<file path="config.mk">
export PLATFORM = sky130hd
export DESIGN_NAME = out_ctrl
export DESIGN_NICKNAME = d
export VERILOG_FILES = /design/src/rtl/out_ctrl.sv
export SDC_FILE = /design/constraint.sdc
export NUM_CORES = 1
export LEC_CHECK = 0
export CORE_AREA = 4 4 68 70
export DETAILED_ROUTE_END_ITERATION = 16
export DIE_AREA = 0 0 72 74
export GPL_ROUTABILITY_DRIVEN = 1
export GPL_TIMING_DRIVEN = 0
export PLACE_DENSITY_LB_ADDON = 0.15
export SLEW_MARGIN = 5
export SYNTH_ARGS = -nofsm -noshare
export SYNTH_HDL_FRONTEND = slang
export SYNTH_SLANG_ARGS = --single-unit
</file>
<file path="constraint.sdc">
create_clock -name clock -period 2.8 [get_ports clock]
set_input_delay 0.84 -clock clock [delete_from_list [all_inputs] [get_ports clock]]
set_output_delay 0.84 -clock clock [all_outputs]
set_load 0.02 [all_outputs]
</file>
<file path="src/rtl/out_ctrl.sv">
// Stochastic bitstream decoder: counts ones over a 2^N-sample window and returns the count over valid/ready.
// Build option BIPOLAR_EN: result becomes signed 2*ones - 2^N, saturated to the OW-bit range.
module out_ctrl #(
    parameter int N  = 12,
    parameter int OW = N + 1
) (
    input  logic          clock,
    input  logic          reset_n,
    input  logic          start,
    input  logic          in_bit,
    input  logic          in_valid,
    output logic          in_ready,
    output logic [OW-1:0] result,
    output logic          out_valid,
    input  logic          out_ready,
    output logic          busy,
    output logic [1:0]    dbg_state
);

    // Handshakes: a transfer happens on a rising edge where valid and ready are both 1;
    // out_valid and result stay stable while out_ready is low.
    typedef enum logic [1:0] {
        S_IDLE  = 2'd0,
        S_COUNT = 2'd1,
        S_HOLD  = 2'd2
    } state_t;

    localparam logic [N:0] LAST_IDX = (N+1)'((1 << N) - 1);

    state_t        r_state;
    logic [N:0]    r_samples;
    logic [N:0]    r_ones;
    logic [OW-1:0] r_result;

    logic          w_accept;
    logic          w_last;
    logic [N:0]    w_ones_next;
    logic [OW-1:0] w_result;

    assign w_accept    = in_valid && (r_state == S_COUNT);
    assign w_last      = w_accept && (r_samples == LAST_IDX);
    assign w_ones_next = r_ones + {{N{1'b0}}, in_bit};

`ifdef BIPOLAR_EN
    localparam logic [N+1:0] FULL_SCALE = (N+2)'(1 << N);
    logic [N+1:0] w_bip;

    assign w_bip = {w_ones_next, 1'b0} - FULL_SCALE;
    // Only the all-ones window can overflow the positive side; negative side always fits.
    assign w_result = (!w_bip[N+1] && w_bip[N]) ? OW'((1 << N) - 1) : OW'(w_bip[N:0]);
`else
    assign w_result = OW'(w_ones_next);
`endif

    always_ff @(posedge clock or negedge reset_n) begin
        if (!reset_n) begin
            r_state   <= S_IDLE;
            r_samples <= '0;
            r_ones    <= '0;
            r_result  <= '0;
        end else begin
            case (r_state)
                S_IDLE: begin
                    if (start) begin
                        r_state   <= S_COUNT;
                        r_samples <= '0;
                        r_ones    <= '0;
                    end
                end
                S_COUNT: begin
                    if (w_accept) begin
                        r_samples <= r_samples + 1'b1;
                        r_ones    <= w_ones_next;
                        if (w_last) begin
                            r_result <= w_result;
                            r_state  <= S_HOLD;
                        end
                    end
                end
                S_HOLD: begin
                    if (out_ready) begin
                        if (start) begin
                            r_state   <= S_COUNT;
                            r_samples <= '0;
                            r_ones    <= '0;
                        end else begin
                            r_state <= S_IDLE;
                        end
                    end
                end
                default: r_state <= S_IDLE;
            endcase
        end
    end

    assign in_ready  = (r_state == S_COUNT);
    assign out_valid = (r_state == S_HOLD);
    assign busy      = (r_state != S_IDLE);
    assign result    = r_result;
    assign dbg_state = r_state;

endmodule

</file>
* Yosys cells after proc, flatten, opt, wreduce, memory -nomap -nowiden
Index checks and enable logic that the tools add are counted.
Cells by class: add/sub/neg operators 2, equality and inequality tests 7, multiplexer cells 14, reduce and logical (&&, ||, !) cells 8
Operator list (number):
- 2-to-1 mux 13 bit | 6
- one-hot mux 13 bit (3 select lines) | 2
- adder 13 x 1 -> 13 bit | 1
- adder 13 x 1 -> 13 bit (second input constant) | 1
- == test 13 x 12 -> 1 bit (second input constant) | 1
- 2-to-1 mux 2 bit | 4
- != test 2 x 1 -> 1 bit (second input constant) | 3
- one-hot mux 2 bit (3 select lines) | 1
- AND reduction 3 bit | 2
- AND reduction 4 bit | 1
- nonzero test 3 bit | 1
- == test 2 x 1 -> 1 bit (second input constant) | 1
- == test 2 bit (second input constant) | 1
- logical AND 1 bit | 2
- logical NOT 2 bit | 1
- != test 2 bit (second input constant) | 1
- nonzero test 2 bit | 1
- 2-to-1 mux 1 bit | 1
Storage, ports and cells: register bits after elaboration 41, output and inout port bits 18, word-level logic and storage cells 35

* Depth between registers and ports, before layout
depth after elaboration 6, gate-level depth with buffers 7, mapped depth without buffers 6

* Least setup slack after synthesis
No wires, ideal clock.
path type in2reg, start in in_bit, end reg r_result[12] (netlist: result[12]), setup time 0.125 ns, arrival time 2.171 ns, data required time 2.675 ns, path slack 0.504 ns, cell stages on the path 6, buffers on the path 0, cell sequence ha_1 ha_1 nand3_1 nor4_1 xor2_1 mux2_2
On the way: word-level cells in the longest chain between the ends 1
Ends and longest elaborated chain:
- start, declared | line 10 | input logic in_bit,
- adder 13 x 1 -> 13 bit | line 42 | assign w_ones_next = r_ones + {{N{1'b0}}, in_bit};
- end signal, assigned | line 75 | r_result <= w_result;
- end, declared | line 33 | logic [OW-1:0] r_result;
Every way passes these cells. A chain may end at the register's enable or synchronous reset.

* Final worst setup path
start in in_bit, end reg r_result[10] (netlist: result[10])
The elaborated chain is that of the path after synthesis.

==> results.ini <==
[drt]
drc=0
vias=1693
via_per_inst=5.84
finalWirelength_mm=4.43
detail_route.wl_per_cell_um=15.3
drt_iter0_markers=98
dr.pass1.iters=4
ant_nets=0

[pwr]
combPwrFrac=0.165
internal-power_uw=1030
clkPwrFrac=0.344
p_per_area_mw_per_mm2=549
p_sw_uw=400
ir_worst_vdd_mv=0.360
p_seq_frac=0.492
power.total_uw=1430
switching_share=0.279
leakage_uw=0.00120

[floorplan]
die_h_um=74
coreArea_sq_mm=0.00397
fp-row-count=23
initial_core_util=0.544
ios=24
fp.dieW_um=72
die_area_sq_mm=0.00533

[clock_network]
cts_buffer_depth=2
htree_levels=2
cts.sinks=41
clkLatencyLatePin_ns=0.29
cts_tree=built
postCtsSetupRepairBufs=0
clock-root-buffer=clkbuf_8
cts.clk_slew.worst_paths_ns=0.08
cts-buffers-inserted=5

[yosys]
synthTopCellsByCount=41 x dfrtp_1, 17 x o21ai_0, 16 x nand2_1, 13 x a21oi_1, 9 x nand3_1
ys_async_sr_fraction=1.00
synth.most_common_cell=dfrtp_1
postSynthAreaPerCell_sq_um=10.4
ys_seq_elements=41
synth_flop_cell=dfrtp_1
synth_edf_count=0
synth_top_area_share=0.475
synth.distinct_cells=44
ys_top_cells_by_area=dfrtp_1 47%, mux2_4 4.9%, o21ai_0 3.9%
ys.warnings.count=0
ys_seq_area_frac=0.475
yosys.area.top_type=dfrtp_1
syn_inst=208
synthesis.nets=217
syn_area_sq_mm=0.00216

[grt]
grt.total_usage=0.189
grt_max_degree=27
grt_pass1_vias=1701
grt_overflow_total=0
antenna_found_initial=0
grt_pass1_wl_mm=7.88

[worst_setup_path]
crit_fanout=5
cp_common_cell=ha_1
crit_family=simple AND/OR/NAND/NOR gates
rr_startpoint=r_samples[2]
start_kind=primary input
crit_slowest_cell=clkdlybuf4s50_1
timing.rr.end=result[9]
crit_buf_inv=1
crit_type=primary input to flop
worst-path-stages=7
cp.arrival_ns=2.78
cp.required_ns=2.98
reg2reg_slack_ns=0.73
endpoint_kind=flop
path_cells=clkdlybuf4s50_1 -> ha_1 -> ha_1 -> nand3_1 -> nor3_1 -> xor2_1 -> mux2_4
cpPeakStageDelay_ns=0.46
reg2reg_depth=7

[placed_design]
placedCellCount=282
gp_congestion=0.846
pre_cts_ws_ns=-0.387
dpl.hpwl_mm=3.09
io_buffers=23

[sta]
slew_headroom=0.682
rsz0062_at_grt=no
finalSetupTns_ns=0
slew_violations=0
hold_viol=0
hold_ws_ns=0.455
clock-skew-final_ns=0.00421
fmaxAchievable_mhz=385
worstMarginPinSlew_ns=0.477
min_period_ns=2.60
finalSetupViolations=0
fin_crit_sh=0.928
setup_ws_ns=0.201

[worst_hold_path]
hold_class=primary input to asynchronous set/reset pin

[final_layout]
multiInputGateArea_sq_mm=0.00106
drive_gt1_frac=0.163
final-seq-area_sq_mm=0.00103
area_growth_pct=20.8
fillers=329
nNetsFinal=248
antenna_cells=0
stdcell_count=290

[flow_run]
maxCapViolCount=0

[status]
outcome=finished clean

==> cell type report <==
class / instances / area share
Multi-Input combinational cell: 150 / 0.406
Sequential cell: 41 / 0.393
Timing Repair Buffer: 24 / 0.0939
Clock buffer: 7 / 0.0331
Buffer: 12 / 0.0311
Tap cell: 50 / 0.0240
Clock inverter: 1 / 0.0115
Inverter: 5 / 0.00719
==> what timing repair did <==
item,in CTS,in global routing
pin swaps,0,0
setup endpoints to repair,13,19
resized for setup,1,8
hold buffers,0,0
==> worst max-delay path by stage <==
stage | start | end | slack, ns
2_1_floorplan | in_bit | result[12] | 0.50
3_3_place_gp | in_valid | r_samples[7] | -0.42
3_5_place_dp | in_valid | r_samples[7] | -0.39
4_1_cts | in_bit | result[12] | 0.007
5_1_grt | in_bit | result[12] | 0.07
6_report | in_bit | result[10] | 0.20
==> registers in the layout (all words and copies together), names as in the netlist <==
signal,cells
dbg_state,2
r_ones,13
r_samples,13
result,13
==> power groups by stage <==
stage | Sequential [uW] | Combinational [uW] | Clock (uW)
global placement | 712 | 224 | 0
CTS | 701 | 237 | 502
floorplan | 700 | 154 | 0
finish | 704 | 236 | 493
detailed placement | 713 | 233 | 0
global route | 716 | 270 | 532
==> per-stage QoR <==
step                       util  instance area [sq um]
after floorplan               -                   2160
after global placement    0.618                   2450
after detailed placement  0.622                   2470
after CTS                 0.653                   2590
after global routing      0.658                   2610
final                     0.658                   2610
==> cells in the final DEF, fill, tap and decap left out, types with 4 or more instances in the layout <==
cell type / synthesis / final
clkbuf_1: 8 / 6
o21ai_0: 17 / 17
nand3_1: 9 / 9
inv_1: 5 / 5
or3_1: 5 / 5
xor2_1: 5 / 5
mux2_4: 7 / 7
o31ai_1: 7 / 7
nand2_1: 16 / 16
clkbuf_8: 0 / 6
a22o_1: 5 / 5
dfrtp_1: 41 / 41
mux2_2: 6 / 6
xnor2_1: 6 / 6
nand4_1: 5 / 5
and2_1: 4 / 4
clkdlybuf4s50_1: 0 / 22
nor2_1: 4 / 4
a21oi_1: 13 / 13
and3_1: 5 / 5
==> per-layer routing <==
layer	routed length (um)	GRT usage
met1	2180	0.261
met3	213	0.0419
met4	57	0.0647
met5	0	0
met2	1970	0.297
==> logic make-up after synthesis <==
family,after synthesis,synth area share
AO/OA/AOI/OAI,52,0.148
XOR/XNOR,11,0.0446
adder cells (fa/ha/maj),3,0.0174
buffers and inverters,17,0.0446
flip-flops,41,0.475
multiplexers,14,0.0845
AND/OR/NAND/NOR,70,0.187
No activity file was read; power rests on OpenSTA's default activity.
